File: src/rtl/smac_engine_ctrl_pkg.sv
// Shared types for the SMAC engine controller: FSM states, config and flag bundles.
package smac_engine_ctrl_pkg;

    localparam int unsigned SMAC_CNT_W = 16;

    typedef enum logic [2:0] {
        ST_IDLE    = 3'd0,
        ST_ACT     = 3'd1,
        ST_WEI     = 3'd2,
        ST_UPD_IN  = 3'd3,
        ST_DRAIN   = 3'd4,
        ST_UPD_OUT = 3'd5
    } smac_eng_state_t;

    // Configuration handed down by the top-level MAC FSM.
    typedef struct packed {
        logic [SMAC_CNT_W-1:0] len_wei;
        logic [SMAC_CNT_W-1:0] len_out;
        logic [SMAC_CNT_W-1:0] n_acc;
        logic                  start;
    } ctrl_smac_engine_t;

    // Flags returned to the top-level FSM; maps onto flags_engine_t.
    typedef struct packed {
        logic update_in;
        logic update_out;
        logic busy;
    } flags_smac_engine_t;

endpackage

File: src/rtl/smac_engine_ctrl_counter.sv
// Up-counter with soft clear, enable and a compare against (limit - 1).
module smac_counter #(
    parameter int unsigned CNT_WIDTH = 16
) (
    input  logic                 clk_i,
    input  logic                 rst_ni,
    input  logic                 clear_i,
    input  logic                 en_i,
    input  logic [CNT_WIDTH-1:0] limit_i,
    output logic [CNT_WIDTH-1:0] cnt_o,
    output logic                 last_o
);

    localparam logic [CNT_WIDTH-1:0] CNT_ONE = CNT_WIDTH'(1);

    assign last_o = (cnt_o == (limit_i - CNT_ONE));

    // Count up on enable, wrapping to zero on the last value so the count never exceeds limit-1.
    always_ff @(posedge clk_i or negedge rst_ni) begin
        if (!rst_ni) begin
            cnt_o <= '0;
        end else if (clear_i) begin
            cnt_o <= '0;
        end else if (en_i) begin
            cnt_o <= last_o ? '0 : (cnt_o + CNT_ONE);
        end
    end

endmodule

File: src/rtl/smac_engine_ctrl.sv
// SMAC engine controller: steers a-stream packets into the datapath, counts passes,
// drains accumulators onto the d-stream and raises update flags for the MAC FSM.
module smac_engine_ctrl
    import smac_engine_ctrl_pkg::*;
#(
    parameter int unsigned CNT_WIDTH = 16
) (
    input  logic                 clk_i,
    input  logic                 rst_ni,
    input  logic                 test_mode_i,
    input  logic                 clear_i,
    input  logic                 start_i,
    input  logic [CNT_WIDTH-1:0] len_wei_i,
    input  logic [CNT_WIDTH-1:0] len_out_i,
    input  logic [CNT_WIDTH-1:0] n_acc_i,
    input  logic                 a_valid_i,
    output logic                 a_ready_o,
    output logic                 act_load_o,
    output logic                 wei_valid_o,
    output logic                 acc_clear_o,
    output logic                 d_valid_o,
    input  logic                 d_ready_i,
    output logic [CNT_WIDTH-1:0] d_idx_o,
    output logic                 update_in_o,
    output logic                 update_out_o,
    output logic                 busy_o
);

    localparam logic [CNT_WIDTH-1:0] CNT_ONE = CNT_WIDTH'(1);

    // A zero length would never hit its last compare, so it is run as a single packet.
    function automatic logic [CNT_WIDTH-1:0] nz_limit(input logic [CNT_WIDTH-1:0] v);
        return (v == '0) ? CNT_ONE : v;
    endfunction

    smac_eng_state_t    state_q, state_d;
    flags_smac_engine_t flags;

    logic [CNT_WIDTH-1:0] len_wei_q, len_out_q, n_acc_q;
    logic [CNT_WIDTH-1:0] wei_cnt, acc_cnt, out_cnt;
    logic                 wei_last, acc_last, out_last;
    logic                 start_go, act_hs, wei_hs, out_hs;
    logic                 unused_sig;

    // Test mode has no functional effect; the pass counters only matter through their compares.
    assign unused_sig = ^{test_mode_i, wei_cnt, acc_cnt};

    // Handshakes are suppressed on a clear so a dropped pass consumes nothing.
    assign start_go = (state_q == ST_IDLE)  & start_i   & ~clear_i;
    assign act_hs   = (state_q == ST_ACT)   & a_valid_i & ~clear_i;
    assign wei_hs   = (state_q == ST_WEI)   & a_valid_i & ~clear_i;
    assign out_hs   = (state_q == ST_DRAIN) & d_ready_i & ~clear_i;

    smac_counter #(.CNT_WIDTH(CNT_WIDTH)) u_wei_cnt (
        .clk_i   (clk_i),
        .rst_ni  (rst_ni),
        .clear_i (clear_i | start_go | act_hs),
        .en_i    (wei_hs),
        .limit_i (len_wei_q),
        .cnt_o   (wei_cnt),
        .last_o  (wei_last)
    );

    smac_counter #(.CNT_WIDTH(CNT_WIDTH)) u_acc_cnt (
        .clk_i   (clk_i),
        .rst_ni  (rst_ni),
        .clear_i (clear_i | start_go | (out_hs & out_last)),
        .en_i    (wei_hs & wei_last & ~acc_last),
        .limit_i (n_acc_q),
        .cnt_o   (acc_cnt),
        .last_o  (acc_last)
    );

    smac_counter #(.CNT_WIDTH(CNT_WIDTH)) u_out_cnt (
        .clk_i   (clk_i),
        .rst_ni  (rst_ni),
        .clear_i (clear_i | start_go | (wei_hs & wei_last & acc_last)),
        .en_i    (out_hs),
        .limit_i (len_out_q),
        .cnt_o   (out_cnt),
        .last_o  (out_last)
    );

    // Latch the job configuration on the start pulse accepted in IDLE.
    always_ff @(posedge clk_i or negedge rst_ni) begin
        if (!rst_ni) begin
            len_wei_q <= '0;
            len_out_q <= '0;
            n_acc_q   <= '0;
        end else if (clear_i) begin
            len_wei_q <= '0;
            len_out_q <= '0;
            n_acc_q   <= '0;
        end else if (start_go) begin
            len_wei_q <= nz_limit(len_wei_i);
            len_out_q <= nz_limit(len_out_i);
            n_acc_q   <= nz_limit(n_acc_i);
        end
    end

    // State register; a soft clear always returns to IDLE.
    always_ff @(posedge clk_i or negedge rst_ni) begin
        if (!rst_ni) begin
            state_q <= ST_IDLE;
        end else if (clear_i) begin
            state_q <= ST_IDLE;
        end else begin
            state_q <= state_d;
        end
    end

    // Next-state and output decode; update flags depend on state alone.
    always_comb begin
        state_d     = state_q;
        a_ready_o   = 1'b0;
        act_load_o  = 1'b0;
        wei_valid_o = 1'b0;
        acc_clear_o = 1'b0;
        d_valid_o   = 1'b0;
        d_idx_o     = '0;
        flags       = '0;
        flags.busy  = (state_q != ST_IDLE);
        unique case (state_q)
            ST_IDLE: begin
                if (start_go) begin
                    acc_clear_o = 1'b1;
                    state_d     = ST_ACT;
                end
            end
            ST_ACT: begin
                a_ready_o = ~clear_i;
                if (act_hs) begin
                    act_load_o = 1'b1;
                    state_d    = ST_WEI;
                end
            end
            ST_WEI: begin
                a_ready_o = ~clear_i;
                if (wei_hs) begin
                    wei_valid_o = 1'b1;
                    if (wei_last) begin
                        state_d = acc_last ? ST_DRAIN : ST_UPD_IN;
                    end
                end
            end
            ST_UPD_IN: begin
                flags.update_in = 1'b1;
                state_d         = ST_ACT;
            end
            ST_DRAIN: begin
                d_valid_o = ~clear_i;
                d_idx_o   = clear_i ? '0 : out_cnt;
                if (out_hs && out_last) begin
                    state_d = ST_UPD_OUT;
                end
            end
            ST_UPD_OUT: begin
                flags.update_out = 1'b1;
                acc_clear_o      = 1'b1;
                state_d          = ST_ACT;
            end
            default: begin
                state_d = ST_IDLE;
            end
        endcase
    end

    assign update_in_o  = flags.update_in;
    assign update_out_o = flags.update_out;
    assign busy_o       = flags.busy;

endmodule

File: config.mk
export PLATFORM = sky130hd
export DESIGN_NAME = smac_engine_ctrl
export DESIGN_NICKNAME = d
export VERILOG_FILES = /design/src/rtl/smac_engine_ctrl_pkg.sv /design/src/rtl/smac_engine_ctrl_counter.sv /design/src/rtl/smac_engine_ctrl.sv
export SDC_FILE = /design/constraint.sdc
export NUM_CORES = 1
export LEC_CHECK = 0
export ABC_AREA = 1
export CAP_MARGIN = 0
export CORE_MARGIN = 1.5
export CORE_UTILIZATION = 48
export DETAILED_ROUTE_END_ITERATION = 16
export GPL_ROUTABILITY_DRIVEN = 0
export MAX_ROUTING_LAYER = met4
export PLACE_DENSITY = 0.74
export SKIP_CTS_REPAIR_TIMING = 1
export SLEW_MARGIN = 20
export SYNTH_ARGS = -nofsm -noshare
export SYNTH_HDL_FRONTEND = slang
export SYNTH_SLANG_ARGS = --single-unit
File: constraint.sdc
create_clock -name clk_i -period 2.74 [get_ports clk_i]
set_input_delay 0.548 -clock clk_i [delete_from_list [all_inputs] [get_ports clk_i]]
set_output_delay 0.548 -clock clk_i [all_outputs]
set_load 0.05 [all_outputs]
# Word-level counts from Yosys, hierarchy flattened
# Cells that the tools add are included.
[word_totals]
register_bits = 99
wordCells = 95
[op_classes]
reduce_logical = 13
n_eq_ne = 13
addsub = 6
n_mux = 38
bitwise = 18
[ops]
columns = ["op", "count"]
rows = [
  ["16-bit two-way mux", 20],
  ["16-bit by 1-bit adder with 16-bit output (second input constant)", 3],
  ["16-bit == test", 3],
  ["16-bit zero test", 3],
  ["16-bit by 1-bit subtractor with 16-bit output (second input constant)", 3],
  ["3-bit two-way mux", 7],
  ["3-bit one-hot mux with 5 select lines", 1],
  ["1-bit bitwise AND", 12],
  ["1-bit two-way mux", 9],
  ["3-bit inequality test (second input constant)", 3],
  ["2-bit nonzero test", 4],
  ["3-bit by 2-bit == test with 1-bit output (second input constant)", 2],
  ["3-bit == test (second input constant)", 2],
  ["3-bit by 2-bit inequality test with 1-bit output (second input constant)", 2],
  ["5-bit AND reduction", 1],
  ["1-bit bitwise OR", 4],
  ["2-bit OR reduction", 2],
  ["3-bit by 1-bit == test with 1-bit output (second input constant)", 1],
  ["3-bit zero test", 1],
  ["3-bit nonzero test", 1],
  ["1-bit NOT", 2],
  ["1-bit one-hot mux with 2 select lines", 1],
  ["1-bit logical AND", 1],
]

# Depth between registers and ports, before layout
[logic_depth]
ltp_word = 7
depth_mapped = 18
ltp_nobuf = 18

# Modules after synthesis
# From an unflattened synthesis, not the netlist that was laid out.
[hier_totals]
hier_cells = 1221
area_unflattened_um2 = 8214.1
[modules_own_cells]
columns = ["mod", "n_inst", "cells_per_inst", "seq_area_each_um2", "area_each_um2"]
rows = [
  ["smac_counter", 3, 298, 400.4, 1830.5],
  ["smac_engine_ctrl", 1, 327, 1276.2, 2722.6],
]

# Least setup slack after synthesis
# OpenSTA, ideal clock, no wires.
[synth_path]
path_type = "reg2out"
startpoint = "register state_q[1]"
endpoint = "output d_idx_o[0]"
arrival_ps = 2682
setup_slack_ps = -490
path_stages_with_launch = 6
required_time_ps = 2192
path_buffers = 0
cell_sequence = "dfrtp_1 -> nor2_1 -> nand2_1 -> nor2_1 -> clkinv_1 -> nor2_1"
[synth_between]
elab_chain_len = 2
[synth_rtl]
columns = ["element", "line_no", "source"]
rows = [
  ["start, declared", "smac_engine_ctrl.sv:36", "smac_eng_state_t state_q, state_d;"],
  ["start signal, assigned", "smac_engine_ctrl.sv:108", "state_q <= state_d;"],
  ["3-bit == test", "smac_engine_ctrl.sv:123", "unique case (state_q)"],
  ["16-bit two-way mux", "smac_engine_ctrl.sv:123", ""],
  ["end, declared", "smac_engine_ctrl.sv:23", "output logic [CNT_WIDTH-1:0] d_idx_o,"],
]
# No other way between the ends.

# Worst setup path in the final report
[layout_path]
startpoint = "register state_q[2]"
endpoint = "output update_out_o"
[layout_between]
elab_chain_len = 2
[layout_rtl]
columns = ["element", "line_no", "source"]
rows = [
  ["3-bit == test", "smac_engine_ctrl.sv:123", ""],
  ["1-bit two-way mux", "smac_engine_ctrl.sv:123", ""],
  ["end, declared", "smac_engine_ctrl.sv:25", "output logic update_out_o,"],
]
# No other way between the ends.

==> metrics.txt <==
# TYPE chip_impl_metric gauge
chip_impl_info{name="critical_path.cell_chain",value="inv_1 -> nor3_1 -> clkdlybuf4s50_1"} 1
chip_impl_info{name="standard_cell_with_the_maximum_stage_delay_on_the_critical_path",value="sky130_fd_sc_hd__clkdlybuf4s50_1"} 1
chip_impl_metric{name="floorplan.initialDensity",unit="%"} 49.2
chip_impl_metric{name="max_stage_delay",unit="ns"} 0.88
chip_impl_metric{name="min_period_over_period",unit="%"} 97.5
chip_impl_metric{name="ir_worst_vdd",unit="µV"} 390
chip_impl_metric{name="cap_viol_max_count",unit=""} 0
chip_impl_metric{name="vias_per_cell",unit=""} 5.19
chip_impl_metric{name="max_freq",unit="GHz"} 0.375
chip_impl_metric{name="syn-num-nets",unit=""} 1203
chip_impl_metric{name="post_drt_wl_per_cell",unit="µm"} 13.8
chip_impl_metric{name="route.detailed.drc",unit=""} 0
chip_impl_metric{name="detailedPlacementHpwl",unit="mm"} 15.3
chip_impl_metric{name="pin_count_of_the_biggest_net_entering_global_routing",unit=""} 64
chip_impl_metric{name="final_layout_size_suffix_gt1_share",unit="%"} 7.39
chip_impl_metric{name="critPathRequiredTime",unit="ns"} 2.19
chip_impl_info{name="worst_setup_path_start_kind",value="flop"} 1
chip_impl_info{name="cts-root-buf",value="sky130_fd_sc_hd__clkbuf_16"} 1
chip_impl_metric{name="drt_iter0_drc",unit=""} 534
chip_impl_metric{name="synth_seq_cells",unit=""} 99
chip_impl_info{name="clock_tree_from_tritoncts",value="built"} 1
chip_impl_metric{name="synth-warning-count",unit=""} 0
chip_impl_metric{name="clk-insertion-delay-late",unit="ns"} 0.35
chip_impl_metric{name="cellLeakagePower",unit="µW"} 0.00437
chip_impl_info{name="outcome",value="finished clean"} 1
chip_impl_metric{name="dr_total_vias",unit=""} 7417
chip_impl_metric{name="maxSlewHeadroom",unit="%"} 61.4
chip_impl_metric{name="cts.path.max_buffers",unit=""} 2
chip_impl_metric{name="clk_pin_slew_worst_paths",unit="ns"} 0.07
chip_impl_metric{name="fin_skew",unit="ns"} 0.00661
chip_impl_metric{name="drt-total-wl",unit="mm"} 19.7
chip_impl_metric{name="setup_viol",unit=""} 0
chip_impl_metric{name="number_of_flops_mapped_to_enable_cells_by_yosys",unit=""} 0
chip_impl_metric{name="nets",unit=""} 1274
chip_impl_metric{name="synth_async_sr_flop_share",unit="%"} 100
chip_impl_metric{name="synthDominantCellAreaShare",unit="%"} 33.0
chip_impl_metric{name="layout_min_cycle_time",unit="ns"} 2.67
chip_impl_info{name="timing.setup.critical_path_class",value="reg -> out"} 1
chip_impl_metric{name="synth-seq-area-share",unit="%"} 33.0
chip_impl_metric{name="first_pass_iters",unit=""} 5
chip_impl_info{name="post-synth-top-area-cell",value="sky130_fd_sc_hd__dfrtp_1"} 1
chip_impl_metric{name="die_x",unit="µm"} 128
chip_impl_metric{name="first_global_vias",unit=""} 6863
chip_impl_metric{name="htree_num_levels",unit=""} 3
chip_impl_info{name="timing.critical_path.to_type",value="primary output"} 1
chip_impl_metric{name="cts_num_sinks",unit=""} 99
chip_impl_info{name="rsz0062_at_grt",value="yes"} 1
chip_impl_metric{name="die_area",unit="mm²"} 0.0164
chip_impl_metric{name="cts-buffers-inserted",unit=""} 9
chip_impl_metric{name="tightest_slew",unit="ns"} 0.579
chip_impl_metric{name="critPathArrivalTime",unit="ns"} 2.12
chip_impl_metric{name="area.growth.synth_to_final",unit="%"} 20.4
chip_impl_metric{name="syn-cell-area",unit="mm²"} 0.00751
chip_impl_metric{name="placementRows",unit=""} 45
chip_impl_metric{name="antenna_found_initial",unit=""} 0
chip_impl_info{name="ys.flop_type",value="sky130_fd_sc_hd__dfrtp_1"} 1
chip_impl_metric{name="synth_area_per_cell",unit="µm²"} 6.58
chip_impl_metric{name="floorplan.die.height",unit="µm"} 128
chip_impl_metric{name="postRouteAntennaNets",unit=""} 0
chip_impl_metric{name="critical_path_buf_inv_count",unit=""} 2
chip_impl_metric{name="syn-instance-count",unit=""} 1142
chip_impl_metric{name="timing.final.hold_violations",unit=""} 0
chip_impl_metric{name="antenna_cells",unit=""} 0
chip_impl_metric{name="synth.distinct_cells",unit=""} 39
chip_impl_metric{name="totalPowerFinal",unit="µW"} 5950
chip_impl_info{name="path_delay_family",value="buffers and inverters"} 1
chip_impl_metric{name="final_max_slew_viol_count",unit=""} 0
chip_impl_metric{name="tns",unit="ns"} 0
chip_impl_metric{name="coreArea",unit="mm²"} 0.0153
chip_impl_metric{name="powerDensity",unit="mW/mm²"} 658
chip_impl_info{name="synth_area_leaders",value="sky130_fd_sc_hd__dfrtp_1 33%, sky130_fd_sc_hd__nand2_1 15%, sky130_fd_sc_hd__nor2_1 8.3%"} 1
chip_impl_metric{name="grt_first_pass_wirelength",unit="mm"} 33.1
chip_impl_metric{name="placement.io_buffers",unit=""} 77
chip_impl_metric{name="groute.usage.overall",unit="%"} 26.1
chip_impl_info{name="hold_path.class",value="in -> async"} 1
chip_impl_metric{name="io_pins",unit=""} 79
chip_impl_metric{name="timing.critical_path.fanout_max",unit=""} 6
chip_impl_metric{name="gr-total-overflow",unit=""} 0
==> synth_stat cells (11+ instances only) <==
library cell,count
sky130_fd_sc_hd__xnor2_1,31
sky130_fd_sc_hd__clkbuf_1,16
sky130_fd_sc_hd__o21ai_0,49
sky130_fd_sc_hd__inv_1,156
sky130_fd_sc_hd__xor2_1,52
sky130_fd_sc_hd__nor2_1,167
sky130_fd_sc_hd__o22ai_1,14
sky130_fd_sc_hd__nand2_1,305
sky130_fd_sc_hd__nor4_1,11
sky130_fd_sc_hd__nor3_1,25
sky130_fd_sc_hd__dfrtp_1,99
sky130_fd_sc_hd__nand3_1,106
sky130_fd_sc_hd__nand4_1,28
==> worst register-to-register path: stages, from the launching register on <==
cell and delay, ns:
sky130_fd_sc_hd__dfrtp_1 0.39, sky130_fd_sc_hd__inv_1 0.13, sky130_fd_sc_hd__ha_1 0.28, sky130_fd_sc_hd__nand2_4 0.13
sky130_fd_sc_hd__nor2_8 0.17, sky130_fd_sc_hd__nand2_2 0.06, sky130_fd_sc_hd__nand2_1 0.07, sky130_fd_sc_hd__nand2_1 0.05
sky130_fd_sc_hd__nor2_1 0.11, sky130_fd_sc_hd__nand2_1 0.08, sky130_fd_sc_hd__nor2_2 0.14, sky130_fd_sc_hd__nand3_2 0.16
sky130_fd_sc_hd__o21ai_4 0.46, sky130_fd_sc_hd__nor2_1 0.10
==> cells in the final DEF (no fill, tap or decap), drive strengths merged, types with 31 or more instances in the layout <==
cell / instances
clkdlybuf4s50: 55
dfrtp: 99
nand3: 108
buf: 37
xor2: 52
xnor2: 31
o21ai: 52
inv: 160
nor2: 181
nand2: 310
==> sequential cells by signal (all words and copies together), names as in the netlist <==
register and cells:
len_out_q 16, len_wei_q 16, n_acc_q 16, state_q 3
u_acc_cnt.cnt_o 16, u_out_cnt.cnt_o 16, u_wei_cnt.cnt_o 16
==> through the flow <==
stage | setup slack, ns | util [%] | area [µm²] | cells | hold slack [ns]
3_3_place_gp | 0.197 | 57.1 | 8720 | 1413 | 0.490
6_report | 0.0698 | 59.3 | 9040 | 1429 | 0.159
5_1_grt | -0.0158 | 59.3 | 9040 | 1429 | 0.187
2_1_floorplan | -0.121 | - | 7510 | 1142 | 0.252
4_1_cts | 0.0606 | 59.2 | 9040 | 1429 | 0.167
3_5_place_dp | 0.176 | 57.1 | 8720 | 1413 | 0.489
==> routing by layer <==
layer / GRT usage (%) / wire length (µm) / vias up
met5: - / 0 / -
met4: 5.16 / 178 / 0
met3: 4.59 / 960 / 19
met2: 41.4 / 9270 / 190
met1: 35.2 / 9310 / 3455
li1: - / - / 3753
==> layout make-up <==
class,instances,area (µm²)
fill,1414,6210
multi-input combinational,849,4270
sequential,99,2480
timing repair buffer,92,1100
inverter,162,613
tap,211,264
clock buffer,10,229
clock inverter,6,88.8
==> worst paths after layout <==
path	start	to	slack (ns)	cells past startpoint
worst max-delay path	state_q[2]	update_out_o	0.07	3
max in group asynchronous	rst_ni	u_acc_cnt.cnt_o[12]	1.87	2
worst min register to register	len_wei_q[15]	len_wei_q[15]	0.50	2
worst max register to register	len_wei_q[0]	u_out_cnt.cnt_o[12]	0.27	13
worst min-delay path	rst_ni	len_wei_q[3]	0.16	1
min in group clk_i	len_wei_q[15]	len_wei_q[15]	0.50	2
==> logic make-up (layout without fill, tap and decap cells) <==
family,count (synthesis),count (layout),synth area share (%)
buffers and inverters,194,270,10.3
adders and majority gates,6,6,1.00
and+or+nand+nor,679,679,39.8
xor gates and xnor gates,83,83,9.68
AOI/OAI and AO/OA,81,81,6.18
DFF,99,99,33.0
==> power by group <==
part / internal, µW / total, µW / leakage, µW / switching [µW]
Clock: 803 / 1380 / 0.000149 / 576
Combinational: 994 / 2790 / 0.00286 / 1800
Sequential: 1600 / 1780 / 0.00136 / 178
Total: 3400 / 5950 / 0.00437 / 2550
Power figures use the tool's default switching activity.
